File: src/rtl/ps2_key_encoder.sv
// PS/2 keyboard stream to toggle-strobed 11-bit ps2_key word (clk_sys domain).
// Optional macro PS2_KEY_PARITY_CHK_EN: reject bytes whose odd parity fails.
module ps2_key_encoder #(
   parameter int unsigned FILT_LEN    = 4,
   parameter int unsigned TIMEOUT_CYC = 4800
) (
   input  logic        clk_sys,
   input  logic        RESET_N,
   input  logic        ps2_clk,
   input  logic        ps2_data,
   output logic [10:0] ps2_key,
   output logic        frame_err
);

   localparam int unsigned FCW = 4;
   localparam int unsigned TW  = 16;
   localparam int unsigned BCW = 3;
   localparam int unsigned SKW = 3;

`ifdef PS2_KEY_PARITY_CHK_EN
   localparam bit PAR_CHK = 1'b1;
`else
   localparam bit PAR_CHK = 1'b0;
`endif

   typedef enum logic [1:0] {IDLE, DATA, PARITY, STOP} state_t;

   logic [1:0]     clk_sync, data_sync;
   logic           clk_s, data_s;
   logic           fclk;
   logic [FCW-1:0] filt_cnt;
   logic           fall;
   logic           data_smp;

   state_t         state, state_n;
   logic [7:0]     shreg, shreg_n;
   logic [BCW-1:0] bit_cnt, bit_cnt_n;
   logic           par_bit, par_bit_n;
   logic           byte_valid, byte_valid_n;
   logic           frame_err_n;
   logic [TW-1:0]  tmo_cnt;
   logic           tmo_hit;
   logic           par_ok;

   logic           ext, brk;
   logic [SKW-1:0] skip;

   assign clk_s  = clk_sync[1];
   assign data_s = data_sync[1];

   // Two-stage synchronizers; idle bus level is high.
   always_ff @(posedge clk_sys or negedge RESET_N) begin
      if (!RESET_N) begin
         clk_sync  <= 2'b11;
         data_sync <= 2'b11;
      end else begin
         clk_sync  <= {clk_sync[0], ps2_clk};
         data_sync <= {data_sync[0], ps2_data};
      end
   end

   // Glitch filter: fclk follows only after FILT_LEN consecutive differing samples.
   always_ff @(posedge clk_sys or negedge RESET_N) begin
      if (!RESET_N) begin
         fclk     <= 1'b1;
         filt_cnt <= '0;
         fall     <= 1'b0;
         data_smp <= 1'b1;
      end else begin
         fall     <= fclk & ~clk_s & (filt_cnt == FCW'(FILT_LEN - 1));
         data_smp <= data_s;
         if (clk_s != fclk) begin
            if (filt_cnt == FCW'(FILT_LEN - 1)) begin
               fclk     <= clk_s;
               filt_cnt <= '0;
            end else begin
               filt_cnt <= filt_cnt + FCW'(1);
            end
         end else begin
            filt_cnt <= '0;
         end
      end
   end

   // Mid-frame watchdog; cleared by every filtered falling edge, idle in IDLE.
   always_ff @(posedge clk_sys or negedge RESET_N) begin
      if (!RESET_N) begin
         tmo_cnt <= '0;
      end else if (state == IDLE || fall) begin
         tmo_cnt <= '0;
      end else if (tmo_cnt != TW'(TIMEOUT_CYC)) begin
         tmo_cnt <= tmo_cnt + TW'(1);
      end
   end

   assign tmo_hit = (state != IDLE) && (tmo_cnt == TW'(TIMEOUT_CYC));
   assign par_ok  = (^{shreg, par_bit}) || !PAR_CHK;

   always_ff @(posedge clk_sys or negedge RESET_N) begin
      if (!RESET_N) begin
         state      <= IDLE;
         shreg      <= '0;
         bit_cnt    <= '0;
         par_bit    <= 1'b0;
         byte_valid <= 1'b0;
         frame_err  <= 1'b0;
      end else begin
         state      <= state_n;
         shreg      <= shreg_n;
         bit_cnt    <= bit_cnt_n;
         par_bit    <= par_bit_n;
         byte_valid <= byte_valid_n;
         frame_err  <= frame_err_n;
      end
   end

   // Receiver next-state: start, 8 data bits LSB first, parity, stop.
   always_comb begin
      state_n      = state;
      shreg_n      = shreg;
      bit_cnt_n    = bit_cnt;
      par_bit_n    = par_bit;
      byte_valid_n = 1'b0;
      frame_err_n  = 1'b0;
      if (tmo_hit) begin
         state_n     = IDLE;
         frame_err_n = 1'b1;
      end else if (fall) begin
         case (state)
            IDLE: begin
               if (!data_smp) begin
                  state_n   = DATA;
                  bit_cnt_n = '0;
               end
            end
            DATA: begin
               shreg_n   = {data_smp, shreg[7:1]};
               bit_cnt_n = bit_cnt + BCW'(1);
               if (bit_cnt == BCW'(7)) state_n = PARITY;
            end
            PARITY: begin
               par_bit_n = data_smp;
               state_n   = STOP;
            end
            STOP: begin
               state_n = IDLE;
               if (data_smp && par_ok) byte_valid_n = 1'b1;
               else                    frame_err_n  = 1'b1;
            end
            default: state_n = IDLE;
         endcase
      end
   end

   // Prefix handling and key-event generation.
   always_ff @(posedge clk_sys or negedge RESET_N) begin
      if (!RESET_N) begin
         ps2_key <= '0;
         ext     <= 1'b0;
         brk     <= 1'b0;
         skip    <= '0;
      end else if (frame_err) begin
         ext  <= 1'b0;
         brk  <= 1'b0;
         skip <= '0;
      end else if (byte_valid) begin
         if (skip != '0) begin
            skip <= skip - SKW'(1);
            ext  <= 1'b0;
            brk  <= 1'b0;
         end else begin
            case (shreg)
               8'hE0: ext <= 1'b1;
               8'hF0: brk <= 1'b1;
               8'hE1: begin
                  skip <= SKW'(7);
                  ext  <= 1'b0;
                  brk  <= 1'b0;
               end
               8'hFA, 8'hAA, 8'hEE, 8'hFE, 8'h00, 8'hFF: begin
                  ext <= 1'b0;
                  brk <= 1'b0;
               end
               default: begin
                  ps2_key <= {~ps2_key[10], ~brk, ext, shreg};
                  ext     <= 1'b0;
                  brk     <= 1'b0;
               end
            endcase
         end
      end
   end

endmodule

File: config.mk
export PLATFORM = sky130hd
export DESIGN_NAME = ps2_key_encoder
export DESIGN_NICKNAME = d
export VERILOG_FILES = /design/src/rtl/ps2_key_encoder.sv
export SDC_FILE = /design/constraint.sdc
export NUM_CORES = 1
export LEC_CHECK = 0
export ABC_AREA = 0
export ABC_CLOCK_PERIOD_IN_PS = 3200
export BUFFER_PORTS_ARGS = -buffer_cell sky130_fd_sc_hd__buf_2
export CORE_MARGIN = 8
export CORE_UTILIZATION = 64
export CTS_CLUSTER_DIAMETER = 200
export DETAILED_ROUTE_END_ITERATION = 6
export GPL_TIMING_DRIVEN = 0
export PLACE_DENSITY = 0.82
export SYNTH_ARGS = -nofsm -noshare
export SYNTH_HDL_FRONTEND = slang
export SYNTH_SLANG_ARGS = --single-unit
File: constraint.sdc
create_clock -name clk_sys -period 3.2 [get_ports clk_sys]
set_input_delay 0.48 -clock clk_sys [delete_from_list [all_inputs] [get_ports clk_sys]]
set_output_delay 0.48 -clock clk_sys [all_outputs]
set_load 0.05 [all_outputs]
==> summary.md <==
| Metric | Value |
|---|---|
| Outcome | complete, no violations |
| Clock Pin Slew Worst Setup and Hold Paths | 0.06 ns |
| Total power | between 1.5 and 2 mW |
| Fillers | 278 |
| Root buf cell | clkbuf_8 |
| Crit path kind | reg2reg |
| RSZ-0062 raised after global routing | no |
| Worst slew pin tran | ~1.2 ns |
| Post-CTS Setup Inserts | 0 |
| HP Class | in2reg |
| Largest net degree at the start of global routing | 59 |
| Critical Path Start Type | register |
| Post-Syn Nets | around 250 |
| Die Ht | 81.4 µm |
| Vias in the first global route | approximately 1,900 |
| Die Wd | about 81 µm |
| Top cells by count, synth | dfrtp_1 (52), nor2_1 (29), mux2_2 (18) |
| Num rows | 24 |
| Vias | ~1,800 |
| Antenna viol nets, final | 0 |
| Ys flop type | dfrtp_1 |
| Share of cells above drive strength 1 | 0.255 |
| Port Buffers | 15 |
| Core area | approximately 0.0042 mm² |
| Syn avg cell area | 11.6 µm² |
| Lkg Pwr | 1.50 nW |
| Worst-Skew Late Latency | around 0.33 ns |
| Clock Path Buffers | 2 |
| Yosys cell types | 50 |
| Sequential share of the synthesized area | 0.532 |
| Synth async-reset ratio | 1.00 |
| Syn Inst Count | ~240 |
| Finished Core Util | 0.740 |
| H-tree Lvls | 3 |
| Cts repair resizes | 0 |
| Final setup viols | 0 |
| Final hold vios | 0 |
| Total CTS buffers | 9 |
| Slew margin rel. | 0.183 |
| Top Ports | 16 |
| Clock sinks | 58 |
| Die area | 0.00663 mm² |
| Via/cell ratio | approximately 5.7 |
| Initial DRT Pass Iterations | 4 |
| Max_cap viols | 0 |
| Area growth from synthesis to layout | 14.3% |
| Most numerous cell in the Yosys netlist | dfrtp_1 |
| CP Data Required Time | approximately 3.4 ns |
| Synth Register Bits | 58 |
| 1st-iter DRT viols | 38 |
| CTS tree | yes |
| Cell Area, Synth | ~0.0027 mm² |
| Placed insts | about 300 |
| Setup_tns | 0 ns |
| Net count, final | 278 |
| Critical Path AT | 2.18 ns |
| Number of antenna diodes | 0 |
| Post-synth top area share | 0.475 |
| CP Capture Type | register |
| Cell accounting for the most synthesized area | dfrtp_1 |
| Post-Layout Cell Count | between 300 and 400 |
| Synth warnings | 0 |
| RePlAce Congestion | 0.774 |
| Worst Skew | 0.00905 ns |
| Initial Util | 0.647 |
| Number of synthesized flops with an enable pin | 0 |
| Synth top area cells | dfrtp_1 (47%), mux2_2 (7.4%), dfstp_2 (5.8%) |
| Initial antenna violation count | 0 |
| Routed length per instance | 14.2 µm |
| HPWL after detailed placement | approximately 3 mm |
| P per Cell Area | 588 mW/mm² |
| First-pass GRT wire length | about 8.3 mm |
| Crit Path Max Fanout | 10 |
| Sequential cell area | ~0.0015 mm² |
| Total GRT Usage | 0.162 |
| Final Cycle Share | 0.619 |
| # hold bufs at CTS | 0 |
| Min Clock Period, post-route | 1.98 ns |
| Remaining global-route overflow | 0 |
| DRC | 0 |
| Total Wirelength | between 4 and 5 mm |
| WHS | about 0.25 ns |
| VDD IR max | roughly 0.45 mV |
| F_max | roughly 0.5 GHz |
| Count of pins over their slew limit | 0 |
| Multi-input logic area | between 0.001 and 0.0015 mm² |
## metal layers
| metal | track usage | part of all wire |
|---|---|---|
| met2 | 0.268 | 0.49 |
| met5 | 0 | 0 |
| met1 | 0.190 | 0.43 |
| met3 | 0.0372 | 0.053 |
| met4 | 0.0911 | 0.019 |
## critical path: stages, from the launching register on
cell      delay (ns)
dfrtp_1         0.40
inv_1           0.11
ha_1            0.33
or2_2           0.17
clkbuf_1        0.28
clkbuf_1        0.44
nor2_1          0.12
## power breakdown
part           switching, mW  total, mW  internal [mW]
Combinational          0.124      0.198         0.0733
Clock                  0.276      0.833          0.557
Sequential            0.0345      0.813          0.778
## layout make-up
class                           count  area share
Buffer                              6     0.00919
Clock buffer                       11      0.0483
Clock inverter                      5      0.0319
Inverter                           11      0.0132
Multi-Input combinational cell    161       0.387
Sequential cell                    58       0.466
Tap cell                           52      0.0208
Timing Repair Buffer               15      0.0240
## per-stage QoR
| stage | setup slack (ns) | cell area (µm²) |
|---|---|---|
| 6_report | 1.22 | 3130 |
| 5_1_grt | 1.08 | 3130 |
| 4_1_cts | 1.22 | 3130 |
| 3_5_place_dp | 1.28 | 2880 |
| 3_3_place_gp | 1.31 | 2880 |
| 2_1_floorplan | 1.45 | 2740 |
## placed cells by master (no fill, tap or decap), types with 3 or more instances in the layout
cell | Yosys | layout
clkbuf_8 | 0 | 11
nand3_1 | 10 | 10
nor3b_1 | 4 | 4
nand2_1 | 8 | 8
nand2b_1 | 4 | 4
inv_1 | 11 | 11
mux2_2 | 18 | 18
bufinv_16 | 0 | 3
xor2_1 | 12 | 12
xnor2_1 | 4 | 4
ha_1 | 12 | 12
a21oi_1 | 9 | 9
buf_2 | 2 | 17
and3_1 | 3 | 3
o21ai_0 | 6 | 6
nor2_1 | 29 | 29
nand4_1 | 4 | 4
clkbuf_1 | 3 | 3
dfrtp_1 | 52 | 52
dfstp_2 | 6 | 6
## worst paths after layout
path,depth (start not counted),slack [ns],startpoint,to
max,6,1.22,state[0]$_DFFE_PN0P_,tmo_cnt[15]$_DFFE_PN0P_
min,1,0.25,ps2_data,data_sync[0]$_DFF_PN1_
max reg2reg,6,1.22,state[0]$_DFFE_PN0P_,tmo_cnt[15]$_DFFE_PN0P_
min reg2reg,0,0.36,clk_sync[0]$_DFF_PN1_,clk_sync[1]$_DFF_PN1_
max in group asynchronous,1,2.04,RESET_N,fall$_DFF_PN0_
min in group asynchronous,1,0.41,RESET_N,shreg[0]$_DFFE_PN0P_
## registers in the layout (all words and copies together) (netlist names), 3 cells and up
register  cells
skip          3
shreg         8
ps2_key      11
bit_cnt       3
tmo_cnt      16
filt_cnt      4
## cell families after synthesis
family / share of synthesized area
buffers and inverters: 0.0256
XOR/XNOR: 0.0511
adder cells (fa/ha/maj): 0.0548
flip-flops: 0.532
AND/OR/NAND/NOR: 0.171
AO/OA/AOI/OAI: 0.0835
multiplexers: 0.0817
(Power assumes the default switching activity.)
